[config.mk]
export PLATFORM = sky130hd
export DESIGN_NAME = div_unit
export DESIGN_NICKNAME = d
export VERILOG_FILES = /design/src/rtl/div_unit.sv
export SDC_FILE = /design/constraint.sdc
export NUM_CORES = 1
export LEC_CHECK = 0
export ABC_AREA = 1
export BUFFER_PORTS_ARGS = -buffer_cell sky130_fd_sc_hd__buf_2
export CAP_MARGIN = 20
export CORE_ASPECT_RATIO = 1.4
export CORE_MARGIN = 4
export CORE_UTILIZATION = 62
export CTS_BUF_LIST = sky130_fd_sc_hd__clkbuf_8
export DETAILED_ROUTE_END_ITERATION = 10
export PLACE_DENSITY_LB_ADDON = 0.2
export SYNTH_ARGS = -nofsm -noshare
export SYNTH_HDL_FRONTEND = slang
export SYNTH_HIERARCHICAL = 1
export SYNTH_SLANG_ARGS = --single-unit
[constraint.sdc]
create_clock -name clk -period 3.9 [get_ports clk]
set_clock_uncertainty 0.1 [all_clocks]
set_input_delay 0 -clock clk [delete_from_list [all_inputs] [get_ports clk]]
set_output_delay 0 -clock clk [all_outputs]
set_load 0.02 [all_outputs]
[src/rtl/div_unit.sv]
// rtl/div_unit.sv - iterative restoring divider for RISC-V DIV/DIVU/REM/REMU
//
// add_sub : W-bit adder/subtractor (sum = a + b, or a - b when sub=1)
// div_unit: one quotient bit per cycle, fixed N+2 cycle latency from accept
//   clk, reset            rising-edge clock, synchronous active-high reset
//   start, is_signed      request (taken only when idle), signed-mode select
//   dividend, divisor     operands, captured on accept
//   flush                 abandon the operation in flight without a result
//   busy                  operation in flight (RUN or FINISH)
//   valid                 one-cycle result strobe
//   quotient, remainder   registered results, held until the next valid

module add_sub #(
    parameter int W = 8
) (
    input  logic [W-1:0] a,
    input  logic [W-1:0] b,
    input  logic         sub,
    output logic [W-1:0] sum
);
    logic [W-1:0] b_eff;

    always_comb begin
        b_eff = sub ? ~b : b;
        sum   = a + b_eff + {{(W-1){1'b0}}, sub};
    end
endmodule

module div_unit #(
    parameter int N = 32
) (
    input  logic         clk,
    input  logic         reset,
    input  logic         start,
    input  logic         is_signed,
    input  logic [N-1:0] dividend,
    input  logic [N-1:0] divisor,
    input  logic         flush,
    output logic         busy,
    output logic         valid,
    output logic [N-1:0] quotient,
    output logic [N-1:0] remainder
);
    localparam int CW = $clog2(N);

    typedef enum logic [1:0] {
        S_IDLE,
        S_RUN,
        S_FINISH
    } state_t;

    state_t        state_q, state_d;
    logic [CW-1:0] cnt_q, cnt_d;
    logic [N-1:0]  rem_q, rem_d;
    logic [N-1:0]  quo_q, quo_d;        // dividend bits shift out, quotient bits shift in
    logic [N-1:0]  dvs_q, dvs_d;
    logic [N-1:0]  orig_q, orig_d;      // raw dividend, returned as remainder on divide-by-zero
    logic          dvd_neg_q, dvd_neg_d;
    logic          dvs_neg_q, dvs_neg_d;
    logic [N-1:0]  quotient_q, quotient_d;
    logic [N-1:0]  remainder_q, remainder_d;
    logic          valid_q, valid_d;

    logic [N:0]    rem_shift;
    logic [N:0]    trial;
    logic          borrow;
    logic          a_neg, b_neg;
    logic [N-1:0]  a_abs, b_abs;

    assign rem_shift = {rem_q, quo_q[N-1]};

    add_sub #(.W(N + 1)) u_trial (
        .a   (rem_shift),
        .b   ({1'b0, dvs_q}),
        .sub (1'b1),
        .sum (trial)
    );

    // rem_shift < 2*divisor, so a non-negative difference is below 2^N and a
    // negative one wraps to at least 2^N: the top bit alone marks the borrow.
    assign borrow = trial[N];

    assign busy      = (state_q != S_IDLE);
    assign valid     = valid_q;
    assign quotient  = quotient_q;
    assign remainder = remainder_q;

    always_comb begin
        a_neg = is_signed & dividend[N-1];
        b_neg = is_signed & divisor[N-1];
        a_abs = a_neg ? (~dividend + 1'b1) : dividend;
        b_abs = b_neg ? (~divisor + 1'b1) : divisor;
    end

    always_comb begin
        state_d     = state_q;
        cnt_d       = cnt_q;
        rem_d       = rem_q;
        quo_d       = quo_q;
        dvs_d       = dvs_q;
        orig_d      = orig_q;
        dvd_neg_d   = dvd_neg_q;
        dvs_neg_d   = dvs_neg_q;
        quotient_d  = quotient_q;
        remainder_d = remainder_q;
        valid_d     = 1'b0;

        case (state_q)
            S_IDLE: begin
                if (start && !flush) begin
                    dvd_neg_d = a_neg;
                    dvs_neg_d = b_neg;
                    quo_d     = a_abs;
                    dvs_d     = b_abs;
                    orig_d    = dividend;
                    rem_d     = '0;
                    cnt_d     = CW'(N - 1);
                    state_d   = S_RUN;
                end
            end
            S_RUN: begin
                if (flush) begin
                    state_d = S_IDLE;
                end else begin
                    rem_d = borrow ? rem_shift[N-1:0] : trial[N-1:0];
                    quo_d = {quo_q[N-2:0], ~borrow};
                    if (cnt_q == '0) begin
                        state_d = S_FINISH;
                    end else begin
                        cnt_d = cnt_q - 1'b1;
                    end
                end
            end
            S_FINISH: begin
                state_d = S_IDLE;
                if (!flush) begin
                    valid_d = 1'b1;
                    if (dvs_q == '0) begin
                        quotient_d  = '1;
                        remainder_d = orig_q;
                    end else begin
                        quotient_d  = (dvd_neg_q ^ dvs_neg_q) ? (~quo_q + 1'b1) : quo_q;
                        remainder_d = dvd_neg_q ? (~rem_q + 1'b1) : rem_q;
                    end
                end
            end
            default: begin
                state_d = S_IDLE;
            end
        endcase
    end

    always_ff @(posedge clk) begin
        if (reset) begin
            state_q     <= S_IDLE;
            cnt_q       <= '0;
            rem_q       <= '0;
            quo_q       <= '0;
            dvs_q       <= '0;
            orig_q      <= '0;
            dvd_neg_q   <= 1'b0;
            dvs_neg_q   <= 1'b0;
            quotient_q  <= '0;
            remainder_q <= '0;
            valid_q     <= 1'b0;
        end else begin
            state_q     <= state_d;
            cnt_q       <= cnt_d;
            rem_q       <= rem_d;
            quo_q       <= quo_d;
            dvs_q       <= dvs_d;
            orig_q      <= orig_d;
            dvd_neg_q   <= dvd_neg_d;
            dvs_neg_q   <= dvs_neg_d;
            quotient_q  <= quotient_d;
            remainder_q <= remainder_d;
            valid_q     <= valid_d;
        end
    end
endmodule

* Word level (Yosys, flattened, before mapping) *
Cells that the tools add are included.

word-level totals
  memory bits (writable) = 0
  ROM bits = 0
  memories kept = 0
  latch bits = 0
  input bits = 69
  register bits = 202

cells by class
  div/mod/pow operators = 0
  equality and inequality tests = 6
  magnitude comparators = 0
  mux-type cells = 22
  shifts and indexed selects = 0
  reduce and logical (&&, ||, !) cells = 13
  add/sub/neg operators = 7
  multipliers = 0
  bitwise gates (word level) = 11

operator list
  kind                                               count
  two-way mux 32 bit                                 11
  adder 32 x 1 -> 32 bit (second input constant)     4
  inverter 32 bit                                    4
  one-hot mux 32 bit (2 select lines)                2
  adder 33 x 1 -> 33 bit (second input constant)     1
  adder 33 bit                                       1
  inverter 32 -> 33 bit                              1
  logical NOT 32 bit                                 1
  two-way mux 5 bit                                  3
  one-hot mux 5 bit (2 select lines)                 1
  two-way mux 2 bit                                  3
  != test 2 bit (second input constant)              3
  AND reduction 2 bit                                3
  logical NOT 5 bit                                  1
  subtractor 5 x 1 -> 5 bit (second input constant)  1
  one-hot mux 2 bit (2 select lines)                 1
  AND reduction 4 bit                                1
  nonzero test 2 bit                                 2
  != test 3 bit (second input constant)              1
  inverter 1 bit                                     3
  AND reduction 3 bit                                1
  bitwise AND 1 bit                                  2
  == test 2 x 1 -> 1 bit (second input constant)     1
  == test 2 bit (second input constant)              1
  6 further kinds                                    6

* Longest topological paths before layout *
Gate-level depths: netlist of the first run.

  word-level depth = 6
  mapped depth = 21

* Cells and area by module *
The synthesis of the first run kept the hierarchy.

modules (own cells, without submodules)
  module    cells an instance  times used  area an instance (sq um)
  div_unit  1851               1           11682.5
  add_sub   501                1           2592.5

* Worst setup path after synthesis of the first run *
No wires, ideal clock.

  kind = reg2reg
  from = register dvs_q[0]
  to = register rem_q[25]
  arrival = 2.616 ns
  slack = 1.114 ns
  clock period less this slack = 2.786 ns
  path buffers = 2
  stages on the path, launching flop included = 21
  required time = 3.730 ns
  setup time = 0.070 ns
  path through = dfxtp_1 > nand2_1 > nand2_2 > inv_1 > fa_1 > nand3b_1 > nand2_1 > nand3_1 > nand2_1 > nand2_1 > nand2_2 > nand2_1 > nand2_1 > nand2_1 > nand2_1 > clkbuf_1 > clkbuf_1 > o21ai_0 > a21oi_1 > o21ai_0 > a21oi_1

on the way
  longest elaborated chain between the ends = 6

ends and longest elaborated chain
  element                              RTL line  source
  start: declaration                   56        logic [N-1:0] dvs_q, dvs_d;
  start signal: assignment             171       dvs_q <= dvs_d;
  inverter 32 -> 33 bit                24        b_eff = sub ? ~b : b;
  adder 33 bit                         25        sum = a + b_eff + {{(W-1){1'b0}}, sub};
  adder 33 x 1 -> 33 bit               25
  net trial[32]                        65        logic [N:0] trial;
  two-way mux 32 bit                   125       rem_d = borrow ? rem_shift[N-1:0] : trial[N-1:0];
  two-way mux 32 bit                   122       if (flush) begin
  one-hot mux 32 bit (2 select lines)  108       case (state_q)
  end signal: assignment               169       rem_q <= rem_d;
  end: declaration                     54        logic [N-1:0] rem_q, rem_d;

The timed path passes the listed nets, and every way through them passes these cells. The select of a mux whose other input is x is not followed.
A chain may end at the register's enable or synchronous reset.

* Worst setup path after layout of the first run *
  from = input port is_signed
  to = register dvs_q[4]

on the way
  longest elaborated chain between the ends = 2

ends and longest elaborated chain
  element             RTL line  source
  start: declaration  35        input logic is_signed,
  bitwise AND 1 bit   90        b_neg = is_signed & divisor[N-1];
  two-way mux 32 bit  92        b_abs = b_neg ? (~divisor + 1'b1) : divisor;

Every way passes these cells.

==> impl_metrics.json, run 1 <==
{
  "cell_internal_pwr_w": 0.00386,
  "avgSynthCellArea_um2": 6.07,
  "clock_tree.buffer_depth": 3,
  "reg2reg_to": "rem_q[8]",
  "cpPeakStageDelay_ps": 860,
  "p_clk_share_pct": 31.2,
  "grt_max_degree": 108,
  "ctsResizeCount": 0,
  "power_density_nw_per_um2": 373,
  "antenna_found_initial": 0,
  "design_area_um2": 16500,
  "timing.final.ws_setup_ps": 450,
  "place_ws_ps": 714,
  "syn_area_um2": 14300,
  "cp-start-kind": "input pin",
  "hold_viol": 0,
  "path_class": "input pin to flop",
  "p_sw_w": 0.00230,
  "io_pins": 135,
  "fp.dieW_um": 136,
  "grt_pass1_wl_um": 79200,
  "via_count": 16660,
  "clkTransAtPathRegs_ps": 80,
  "final_core_util_pct": 73.1,
  "r2r_cells": 19,
  "placement.io_buffers": 134,
  "die_h_um": 188,
  "p_sw_share_pct": 37.4,
  "synth_top_family_by_area": "simple AND/OR/NAND/NOR gates",
  "p_comb_share_pct": 31.1,
  "cp_max_fo": 27,
  "finalCriticalPeriod_ps": 3450,
  "synth_ff_type": "dfxtp_1",
  "num_rows": 65,
  "drt_pre_antenna_iters": 6,
  "crit_required_ps": 4360,
  "async_flop_share_pct": 0,
  "fillers": 1929,
  "crit_family": "buffers and inverters",
  "die-area_um2": 25500,
  "ir_drop_mv": 0.235,
  "cp_num_buf_inv": 6,
  "dp_hpwl_um": 35700,
  "core_um2": 22600,
  "slowest_stage": "clkinv_1",
  "crit_chain": "dlygate4sd3_1 > buf_2 > nand2_1 > clkinv_1 > nand2_1 > nand2_1 > dlygate4sd3_1 > nand2_1 > o221ai_1 > dlygate4sd3_1 > inv_1",
  "start_util_pct": 63.1,
  "layout-drive-gt1-share_pct": 9.70,
  "synth.distinct_cells": 46,
  "setup_violations": 0,
  "place_area_um2": 15000,
  "synth_xor_area_share_pct": 4.66,
  "hp-class": "input pin to flop",
  "reg2reg_slack_ps": 570,
  "htreeDepth": 1,
  "cts_buffers": 31,
  "holdPathEnd": "dvs_neg_q",
  "clock-sinks": 202,
  "postCtsHoldBufs": 82,
  "cts_root_buf": "clkbuf_8",
  "synth_compound_area_share_pct": 22.3,
  "seq_area_um2": 4040,
  "report.final.slew_viol_count": 0,
  "vias_per_cell": 5.87,
  "ant_nets": 0,
  "ys_ff_latch": 202,
  "status": "finished, final reports clean",
  "holdWs_ps": 99.8,
  "drt-total-wl_um": 49800,
  "cts_tree": "built",
  "crit_path_end_kind": "flop",
  "syn_to_final_growth_pct": 15.9,
  "cp.arrival_ps": 3910,
  "fmax_ghz": 0.290,
  "fin_crit_sh_pct": 88.5,
  "fin_nets": 2619,
  "setup_tns_ps": 0,
  "grt_use_total_pct": 38.1,
  "ys_seq_area_share_pct": 28.3,
  "detail_route.iter0.violations": 1542,
  "synth_edf_count": 0,
  "synthAdderAreaFrac_pct": 3.30,
  "slew-limit-headroom_pct": 29.9,
  "synth_mux_area_share_pct": 0,
  "multi_input_area_um2": 8650,
  "syn-num-nets": 2458,
  "r2r_start": "quo_q[31]",
  "maxCapViolCount": 0,
  "clkLatencyLatePin_ps": 600,
  "place.gp.congestion": 0.987,
  "grt_pass1_vias": 16122,
  "power.leakage_nw": 8.26,
  "cp.depth": 11,
  "cts_setup_buffers": 0,
  "rsz0062_at_grt": "false",
  "drcViolationCount": 0,
  "worstHoldPathCells": 4,
  "syn_inst": 2352,
  "crit_top_cell": "nand2_1",
  "hold_start": "start",
  "worst_pin_slew_ps": 1050,
  "synthSimpleGateAreaFrac_pct": 30.2,
  "wl_per_cell_um": 17.5,
  "yosysWarnings": 6,
  "seqPwrFrac_pct": 37.7,
  "grt-ovfl-total": 0
}
[cell usage after synthesis (all sizes together) (22+ instances only)]
master  count  area [µm²]
inv       308        1160
o21ai     252        1280
nand3     187         951
o211ai     24         180
ha         36         450
a21oi     274        1380
xor2       64         561
dfxtp     202        4040
clkbuf     71         267
buf        30         166
nor3       22         130
nand2     558        2140
nand4      22         138
nor2      228         893
[sequential cells by signal (all words and copies together), names as in the netlist]
register,count
cnt_q,5
quo_q,32
dvs_q,32
quotient,32
valid,1
rem_q,32
orig_q,32
dvd_neg_q,1
state_q,2
remainder,32
dvs_neg_q,1
[logic make-up (layout without fill, tap and decap cells)]
family,after synthesis,count (layout)
compound gates,598,598
xor+xnor,76,76
fa+ha+maj,37,37
buf+inv,411,596
flops,202,202
other cells,2,3
simple gates,1026,1026
[layer usage]
layer	share of wire, %	routed length (µm)	GRT usage (%)
met5	0	0	0
met4	9.7	4830	30.9
met3	6.8	3380	5.05
met2	48	23900	65.2
met1	35	17700	41.1
[power groups by stage]
stage               logic, W  registers (W)  clock network, W
floorplan            0.00132        0.00231                 0
global placement     0.00173        0.00235                 0
detailed placement   0.00176        0.00236                 0
CTS                  0.00184        0.00231           0.00192
global route         0.00212        0.00233           0.00203
finish               0.00191        0.00232           0.00192
[worst min-delay path: stages]
cell	delay (ps)
buf_2	100
nand3_2	120
buf_4	320
a21oi_1	200
[how the worst max path moves through the flow]
stage	to	from
2_1_floorplan	rem_q[25]	dvs_q[0]
3_5_place_dp	rem_q[8]	dvs_q[0]
4_1_cts	rem_q[20]	quo_q[31]
6_report	dvs_q[4]	is_signed
3_3_place_gp	rem_q[5]	dvs_q[0]
5_1_grt	rem_q[11]	quo_q[31]
[stage by stage]
| stage | cells | power [W] |
|---|---|---|
| 2_1_floorplan | 2352 | 0.00363 |
| 3_3_place_gp | 2698 | 0.00409 |
| 3_5_place_dp | 2698 | 0.00412 |
| 4_1_cts | 2837 | 0.00607 |
| 5_1_grt | 2838 | 0.00648 |
| 6_report | 2839 | 0.00616 |
[cells in the final DEF (no fill, tap or decap), types with 24 or more instances in the layout]
cell type and instances:
nand2_1 542, inv_1 310, a21oi_1 273, o21ai_0 238, nor2_1 215, dfxtp_1 202, nand3_1 183, buf_2 134
dlygate4sd3_1 82, xor2_1 64, clkbuf_8 40, ha_1 36, o211ai_1 24
[area by class of cell]
cell class,count,share of cell area [%]
clock buffer,40,3.33
antenna,1,0.0151
sequential,202,24.5
timing repair buffer,229,9.80
clock inverter,17,0.772
tap,301,2.28
inverter,310,7.04
multi-input combinational,1739,52.3
Power figures use the tool's default switching activity.
==> run 2: changes to the inputs <==
--- a/config.mk
+++ b/config.mk
@@ -8,9 +8,11 @@
 export ABC_AREA = 1
 export BUFFER_PORTS_ARGS = -buffer_cell sky130_fd_sc_hd__buf_2
 export CAP_MARGIN = 20
+export CELL_PAD_IN_SITES_DETAIL_PLACEMENT = 1
+export CELL_PAD_IN_SITES_GLOBAL_PLACEMENT = 2
 export CORE_ASPECT_RATIO = 1.4
 export CORE_MARGIN = 4
-export CORE_UTILIZATION = 62
+export CORE_UTILIZATION = 33
 export CTS_BUF_LIST = sky130_fd_sc_hd__clkbuf_8
 export DETAILED_ROUTE_END_ITERATION = 10
 export PLACE_DENSITY_LB_ADDON = 0.2
==> run 2 against run 1 <==
Routed wire length increased by 15%. Via count is 4.4% lower. Register-to-register slack gained 190 ps. Cell area increased by 2.6%. Clock power increased by 14%. First-iteration DRC count decreased by 49%. Power increased by 5.2%. Setup slack better by 310 ps. Clock-buffer cell count rose by 10. Combinational power increased by 3%. Sequential share of layout area is 0.62 points lower. Largest cell class unchanged. Largest power group unchanged.
==> impl_metrics.json, run 2 (same netlist as run 1, synthesis figures left out) <==
{
  "worstHoldPathCells": 4,
  "fmax_ghz": 0.318,
  "layout.cells.non_filler": 3098,
  "cts_buffers": 38,
  "setup_violations": 0,
  "cell_internal_pwr_w": 0.00403,
  "r2r_cells": 19,
  "hold_start": "is_signed",
  "reg2reg_to": "rem_q[8]",
  "setup_tns_ps": 0,
  "start_util_pct": 33.6,
  "p_comb_share_pct": 30.3,
  "cts_tree": "built",
  "vias_per_cell": 5.14,
  "grt_pass1_wl_um": 89800,
  "drt_pre_antenna_iters": 5,
  "crit_required_ps": 4270,
  "holdWs_ps": 50.8,
  "num_rows": 89,
  "cp.arrival_ps": 3510,
  "rsz0062_at_grt": "false",
  "core_um2": 42400,
  "cp_num_buf_inv": 2,
  "io_pins": 135,
  "cpPeakStageDelay_ps": 400,
  "htreeDepth": 2,
  "placement.io_buffers": 134,
  "path_class": "flop to flop",
  "slowest_stage": "dfxtp_1",
  "slew-limit-headroom_pct": 36.0,
  "timing.final.ws_setup_ps": 760,
  "drt-total-wl_um": 57300,
  "fin_crit_sh_pct": 80.5,
  "die-area_um2": 46700,
  "reg2reg_slack_ps": 760,
  "cp-start-kind": "flop",
  "via_count": 15931,
  "grt-ovfl-total": 0,
  "dp_cells": 2952,
  "crit_top_cell": "nand2_1",
  "grt_use_total_pct": 24.1,
  "drcViolationCount": 0,
  "report.final.slew_viol_count": 0,
  "fp.dieW_um": 184,
  "hold_viol": 0,
  "r2r_start": "dvs_q[0]",
  "postCtsHoldBufs": 79,
  "wl_per_cell_um": 18.5,
  "critPathLaunch": "dvs_q[0]",
  "fin_nets": 2631,
  "clock-sinks": 202,
  "detail_route.iter0.violations": 790,
  "power_w": 0.00648,
  "grt_pass1_vias": 16617,
  "clock_tree.buffer_depth": 3,
  "place_ws_ps": 768,
  "finalCriticalPeriod_ps": 3140,
  "maxCapViolCount": 0,
  "layout-drive-gt1-share_pct": 10.4,
  "dp_hpwl_um": 44700,
  "cts_setup_buffers": 0,
  "ctsResizeCount": 0,
  "clkLatencyLatePin_ps": 570,
  "crit_chain": "nand2_1 > nand2_2 > inv_1 > fa_1 > nand3b_1 > nand2_1 > nand3_1 > nand2_1 > nand2_1 > nand2_2 > nand2_1 > nand2_1 > nand2_1 > nand2_2 > buf_12 > o21ai_0 > a21oi_1 > o21ai_0 > a21oi_1",
  "mostFrequentLayoutCell": "nand2_1",
  "ant_nets": 0,
  "power.leakage_nw": 8.36,
  "power_density_nw_per_um2": 382,
  "p_sw_share_pct": 37.8,
  "crit_family": "simple AND/OR/NAND/NOR gates",
  "worst_pin_slew_ps": 959,
  "cts_root_buf": "clkbuf_8",
  "p_sw_w": 0.00245,
  "hp-class": "input pin to flop",
  "status": "finished, final reports clean",
  "p_clk_share_pct": 33.7,
  "crit_path_end_kind": "flop",
  "antenna_found_initial": 1,
  "seqPwrFrac_pct": 35.9,
  "clkTransAtPathRegs_ps": 60,
  "mostFrequentLayoutCells": "nand2_1, inv_1, a21oi_1",
  "holdPathEnd": "quo_q[31]",
  "ir_drop_mv": 0.306,
  "syn_to_final_growth_pct": 18.9,
  "place.gp.congestion": 0.912,
  "cp_max_fo": 37,
  "grt_max_degree": 84,
  "die_h_um": 254
}
[run 2: cell type report]
type                            count  area [µm²]
Antenna cell                        1        2.50
Clock buffer                       50         688
Clock inverter                     16         103
Fill cell                        5677       25500
Inverter                          310        1170
Multi-Input combinational cell   1739        8650
Sequential cell                   202        4040
Tap cell                          546         683
Timing Repair Buffer              234        1630
[run 2: power by group through the flow]
stage	Clock [W]	Combinational [W]	Sequential (W)
2_1_floorplan	0	0.00132	0.00231
3_3_place_gp	0	0.00186	0.00237
3_5_place_dp	0	0.00189	0.00237
4_1_cts	0.00226	0.00197	0.00233
5_1_grt	0.00235	0.00222	0.00234
6_report	0.00219	0.00196	0.00233
[run 2: worst reg2reg max path, stage by stage, from the launching register on]
cell and delay [ps]:
dfxtp_1 400, nand2_1 90, nand2_2 80, inv_1 50, fa_1 390, nand3b_1 170, nand2_1 140, nand3_1 90
nand2_1 140, nand2_1 90, nand2_2 110, nand2_1 80, nand2_1 60, nand2_1 60, nand2_2 250, buf_12 230
o21ai_0 120, a21oi_1 160, o21ai_0 110, a21oi_1 140
[run 2: how the worst max path moves through the flow]
stage / end / cells after the start
after floorplan: rem_q[25] / 20
after global placement: rem_q[31] / 19
after detailed placement: rem_q[8] / 19
after CTS: rem_q[8] / 19
after global routing: rem_q[28] / 19
final: rem_q[8] / 19
[run 2: per-stage QoR]
stage | instance area (µm²) | utilization [%]
after floorplan | 14300 | -
after global placement | 15400 | 36.3
after detailed placement | 15400 | 36.3
after CTS | 17000 | 40.0
after global routing | 17000 | 40.0
final | 17000 | 40.0
[run 2: per-layer routing]
metal  routed length [µm]  global-route usage, %  vias up  part of all wire [%]
met4                 2470                   9.77        0                   4.3
li1                     -                      -     8017                     -
met1                23100                   26.7     7550                    40
met5                    0                      0        -                     0
met3                 1550                   2.61      102                   2.7
met2                30200                   46.2      262                    53
